**src/rtl/stopwatch_ctrl.sv**
```systemverilog
// Stopwatch sequencing controller: turns debounced buttons and the 100 Hz tick
// into registered enable/clear/load commands for the min:sec:cs counter chain.
module stopwatch_ctrl #(
  parameter int unsigned BLINK_TICKS = 50
) (
  input  logic       clk,
  input  logic       rst,
  input  logic       tick,
  input  logic       start_stop_in,
  input  logic       lap_in,
  input  logic       clear_in,
  input  logic       mode_up,
  input  logic       at_limit,
  output logic       cnt_en,
  output logic       cnt_clear,
  output logic       cnt_load,
  output logic       up_down,
  output logic       disp_hold,
  output logic       done,
  output logic       blink,
  output logic [2:0] state
);

  typedef enum logic [2:0] {
    IDLE  = 3'd0,
    RUN   = 3'd1,
    PAUSE = 3'd2,
    LAP   = 3'd3,
    DONE  = 3'd4
  } state_t;

  localparam logic [7:0] BLINK_LAST = 8'(BLINK_TICKS - 1);

  state_t     state_q, state_d;
  logic       ss_prev, lap_prev, clr_prev;
  logic       ss_edge, lap_edge, clr_edge, limit_evt;
  logic       en_d, clr_d, load_d, up_d, hold_d, blink_d;
  logic [7:0] bcnt_q, bcnt_d;

  assign ss_edge   = start_stop_in & ~ss_prev;
  assign lap_edge  = lap_in & ~lap_prev;
  assign clr_edge  = clear_in & ~clr_prev;
  assign limit_evt = tick & at_limit;

  always_comb begin
    state_d = state_q;
    en_d    = 1'b0;
    clr_d   = 1'b0;
    load_d  = 1'b0;
    up_d    = up_down;
    hold_d  = disp_hold;
    blink_d = blink;
    bcnt_d  = bcnt_q;
    unique case (state_q)
      IDLE: begin
        if (ss_edge) begin
          state_d = RUN;
          up_d    = mode_up;
          clr_d   = mode_up;
          load_d  = ~mode_up;
        end
      end
      RUN, LAP: begin
        // The limit tick never reaches the chain, so it cannot wrap.
        if (limit_evt) begin
          state_d = DONE;
          hold_d  = 1'b0;
        end else if (ss_edge) begin
          state_d = PAUSE;
          hold_d  = 1'b0;
        end else begin
          en_d = tick;
          if (lap_edge) begin
            state_d = (state_q == RUN) ? LAP : RUN;
            hold_d  = (state_q == RUN);
          end
        end
      end
      PAUSE: begin
        if (clr_edge) begin
          state_d = IDLE;
          clr_d   = 1'b1;
        end else if (ss_edge) begin
          state_d = RUN;
        end
      end
      DONE: begin
        if (clr_edge) begin
          state_d = IDLE;
          clr_d   = 1'b1;
          blink_d = 1'b0;
          bcnt_d  = '0;
        end else if (tick) begin
          if (bcnt_q == BLINK_LAST) begin
            bcnt_d  = '0;
            blink_d = ~blink;
          end else begin
            bcnt_d = bcnt_q + 8'd1;
          end
        end
      end
      default: state_d = IDLE;
    endcase
  end

  always_ff @(posedge clk or posedge rst) begin
    if (rst) begin
      state_q   <= IDLE;
      ss_prev   <= 1'b1;
      lap_prev  <= 1'b1;
      clr_prev  <= 1'b1;
      cnt_en    <= 1'b0;
      cnt_clear <= 1'b0;
      cnt_load  <= 1'b0;
      up_down   <= 1'b1;
      disp_hold <= 1'b0;
      blink     <= 1'b0;
      bcnt_q    <= '0;
    end else begin
      state_q   <= state_d;
      ss_prev   <= start_stop_in;
      lap_prev  <= lap_in;
      clr_prev  <= clear_in;
      cnt_en    <= en_d;
      cnt_clear <= clr_d;
      cnt_load  <= load_d;
      up_down   <= up_d;
      disp_hold <= hold_d;
      blink     <= blink_d;
      bcnt_q    <= bcnt_d;
    end
  end

  assign done  = (state_q == DONE);
  assign state = state_q;

endmodule
```
**config.mk**
```make
export PLATFORM = sky130hd
export DESIGN_NAME = stopwatch_ctrl
export DESIGN_NICKNAME = d
export VERILOG_FILES = /design/src/rtl/stopwatch_ctrl.sv
export SDC_FILE = /design/constraint.sdc
export NUM_CORES = 1
export LEC_CHECK = 0
export ABC_AREA = 1
export CAP_MARGIN = 0
export CORE_ASPECT_RATIO = 0.8
export CORE_MARGIN = 8
export CORE_UTILIZATION = 45
export CTS_BUF_LIST = sky130_fd_sc_hd__clkbuf_8
export DETAILED_ROUTE_END_ITERATION = 16
export GPL_TIMING_DRIVEN = 0
export PLACE_DENSITY = 0.66
export SLEW_MARGIN = 10
export SYNTH_ARGS = -nofsm -noshare
export SYNTH_HDL_FRONTEND = slang
export SYNTH_SLANG_ARGS = --single-unit
```
**constraint.sdc**
```tcl
create_clock -name clk -period 4 [get_ports clk]
set_clock_uncertainty 0.15 [all_clocks]
set_input_delay 1.2 -clock clk [delete_from_list [all_inputs] [get_ports clk]]
set_output_delay 1.2 -clock clk [all_outputs]
set_load 0.01 [all_outputs]
```
==> metrics.csv <==
stage;metric;value;unit
setup_path;reg2reg setup slack;2.53;ns
finish;area delta synth->final;23.6;%
finish;Fillers;245;
logic_synthesis;yosys warns;0;
grt;global route overflow;0;
timing;Finish-stage setup viols;0;
floorplan;I/O pin count;18;
place;post-DP HPWL;1860;µm
drt;# DRC;0;
logic_synthesis;leading area contributor after synthesis;dfrtp_1;
min_path;Cells on Worst Hold Path;2;
clock_tree;Post-CTS Resized;0;
setup_path;CP endpoint kind;output pin;
clock_tree;setup bufs post-CTS;0;
drt;Iteration-0 DRC Markers;25;
clock_tree;TritonCTS Buffers;3;
flow_run;MaxCap Viol Count;0;
clock_tree;clk buf depth;2;
timing;fmax;0.340;GHz
logic_synthesis;Syn Inst Count;155;
floorplan;area of the core;2440;µm²
setup_path;r2r startpoint;bcnt_q[1];
finish;# diodes;0;
min_path;hold path endpoint;up_down;
clock_tree;H-Tree Depth;1;
grt;first-pass GRT wire length;4050;µm
logic_synthesis;share of the synthesized area in the top cell type;0.349;
setup_path;Worst Path Arrival;1.59;ns
grt;met3 usage;0.0472;
setup_path;R2R depth;9;
timing;normalized max-slew margin;0.506;
grt;largest net degree at the start of global routing;21;
finish;layout net count;187;
drt;total number of vias;995;
setup_path;class of the most critical setup path;register to output pin;
place;gp weighted congestion;0.868;
timing;period utilization;0.736;
finish;layout cells sized above 1;0.165;
clock_tree;Root Buffer;clkbuf_8;
pwr;VDD IR max;0.000314;V
pwr;static leakage;0.703;nW
clock_tree;CTS clk-pin slew, worst paths;0.06;ns
clock_tree;CTS Hold Buffers Added;0;
setup_path;crit path launch type;register;
grt;initial antenna violation count;0;
logic_synthesis;Post-Syn Area;1150;µm²
drt;Post-Route WL;2370;µm
place;port bufs;17;
pwr;Sw Ratio;0.359;
timing;Final min period;2.94;ns
floorplan;Die ar.;4430;µm²
pwr;total power;0.730;mW
logic_synthesis;register area share after synthesis;0.441;
timing;Slew Viols, Final;0;
grt;routing usage on met2;0.178;
logic_synthesis;syn_nets;165;
floorplan;Die W;72.4;µm
timing;setup_tns;0;ns
logic_synthesis;synth unique cells;19;
setup_path;critical path cell sequence;inv_2 > nand2_1 > nor2_4 > clkdlybuf4s50_1;
setup_path;slowest CP cell;clkdlybuf4s50_1;
run_status;outcome;finished clean;
logic_synthesis;mean post-synth cell area;7.39;µm²
clock_tree;# clock sinks;20;
floorplan;initial core utilization;0.469;
setup_path;reg-to-reg endpoint;blink;
pwr;Pwr Density;515;nW/µm²
grt;GRT Util Overall;0.120;
pwr;clock power share;0.207;
drt;Final ANT Viol Nets;0;
logic_synthesis;Synth async-reset ratio;1.00;
grt;met1 GRT Util;0.151;
pwr;Internal;0.468;mW
clock_tree;CTS tree;done;
pwr;Switch Pwr;0.262;mW
floorplan;count of standard-cell rows;16;
drt;first-pass iteration count of the detailed router;5;
grt;vias in the first global route;910;
clock_tree;worst skew pair latency;0.26;ns
setup_path;CP max stage delay;0.56;ns
timing;Fin. Hold Viols;0;
logic_synthesis;register bit total from synthesis;20;
grt;GRT busiest layer;met2;
logic_synthesis;Post-synth EDFFs;0;
floorplan;Die H;61.1;µm
min_path;HP Start;up_down;
drt;post-DR vias/cell;4.69;
setup_path;Req. time, crit path;2.65;ns
logic_synthesis;synth top area cells;dfrtp_1, nand2_1, dfstp_2;
timing;Slew @ Worst Pin;0.741;ns
min_path;Min-Delay Path Class;register to register;
timing;unrepaired setup endpoints after global routing;no;
logic_synthesis;Most used DFF post-synth;dfrtp_1;
drt;WL/cell;11.2;µm
pwr;Reg power frac;0.402;
setup_path;maximum fanout along the worst path;5;
pwr;Logic pwr share;0.391;
## critical path, delay by kind of cell, from the launching register on
kind	cells	cell delay (ns)
buf+inv	2	0.67
simple gates	2	0.22
flops	1	0.44
## layout make-up
| type | instances | area (µm²) | area share |
|---|---|---|---|
| plain buffers | 1 | 7.51 | 0.00530 |
| clock buffers | 4 | 55.1 | 0.0389 |
| inverters | 27 | 104 | 0.0733 |
| multi-input cells | 107 | 529 | 0.374 |
| flip-flops and latches | 20 | 505 | 0.357 |
| well taps | 36 | 45.0 | 0.0318 |
| repair buffers | 17 | 170 | 0.120 |
## power groups by stage
stage / clock (mW) / sequential (mW) / combinational, mW
final: 0.151 / 0.293 / 0.285
after global routing: 0.164 / 0.300 / 0.317
after CTS: 0.158 / 0.294 / 0.287
after detailed placement: 0 / 0.297 / 0.286
after global placement: 0 / 0.294 / 0.282
after floorplan: 0 / 0.305 / 0.164
## flip-flops by register name, indices dropped and copies added, names as in the netlist
name,count
state,3
cnt_en,1
cnt_clear,1
blink,1
up_down,1
lap_prev,1
bcnt_q,8
disp_hold,1
clr_prev,1
cnt_load,1
ss_prev,1
## layout by cell type (no fill, tap or decap), drive strengths merged
cell type	n
dfstp	4
xor2	1
ha	2
nand3	15
clkdlybuf4s50	17
dfrtp	16
nand2	50
nand4	3
nor2	22
o21ai	14
clkbuf	4
buf	1
inv	27
## per-layer routing
| layer | share of wire | vias to the layer above | routed length, µm |
|---|---|---|---|
| li1 | - | 521 | - |
| met3 | 0.068 | 5 | 161 |
| met5 | 0 | - | 0 |
| met1 | 0.50 | 450 | 1180 |
| met2 | 0.42 | 19 | 990 |
| met4 | 0.017 | 0 | 40 |
## stage by stage
| stage | instance area, µm² | setup slack (ns) | hold WS, ns | instances | utilization |
|---|---|---|---|---|---|
| final | 1420 | 1.06 | 0.330 | 212 | 0.580 |
| after global routing | 1420 | 0.997 | 0.361 | 212 | 0.580 |
| after CTS | 1420 | 1.04 | 0.331 | 212 | 0.580 |
| after detailed placement | 1360 | 1.33 | 0.321 | 208 | 0.557 |
| after global placement | 1360 | 1.35 | 0.312 | 208 | 0.557 |
| after floorplan | 1150 | 1.91 | 0.330 | 155 | - |
## cell usage after synthesis, types with 2 or more instances
| library cell | instances |
|---|---|
| nand2_2 | 4 |
| inv_1 | 19 |
| nand4_1 | 3 |
| nand2_1 | 46 |
| inv_2 | 7 |
| nor2_1 | 16 |
| nor2_2 | 2 |
| o21ai_2 | 2 |
| dfrtp_1 | 16 |
| ha_1 | 2 |
| dfstp_2 | 4 |
| nor2_4 | 3 |
| o21ai_0 | 6 |
| o21ai_1 | 6 |
| nand3_1 | 15 |
## how the worst max path moves through the flow
stage,cells after the start,to,startpoint,slack (ns)
finish,4,done,state[1],1.06
global placement,4,done,state[1],1.35
global route,4,done,state[1],1.0
detailed placement,4,done,state[1],1.33
CTS,4,done,state[1],1.04
floorplan,3,done,state[1],1.91
## cells by family after synthesis
group | Yosys count | share of synthesized area
AO/OA/AOI/OAI | 14 | 0.0677
XOR/XNOR | 1 | 0.00764
adder cells (fa/ha/maj) | 2 | 0.0218
buffers and inverters | 28 | 0.0972
flip-flops | 20 | 0.441
AND/OR/NAND/NOR | 90 | 0.365
Note: power is estimated with default switching activity, not from simulation.
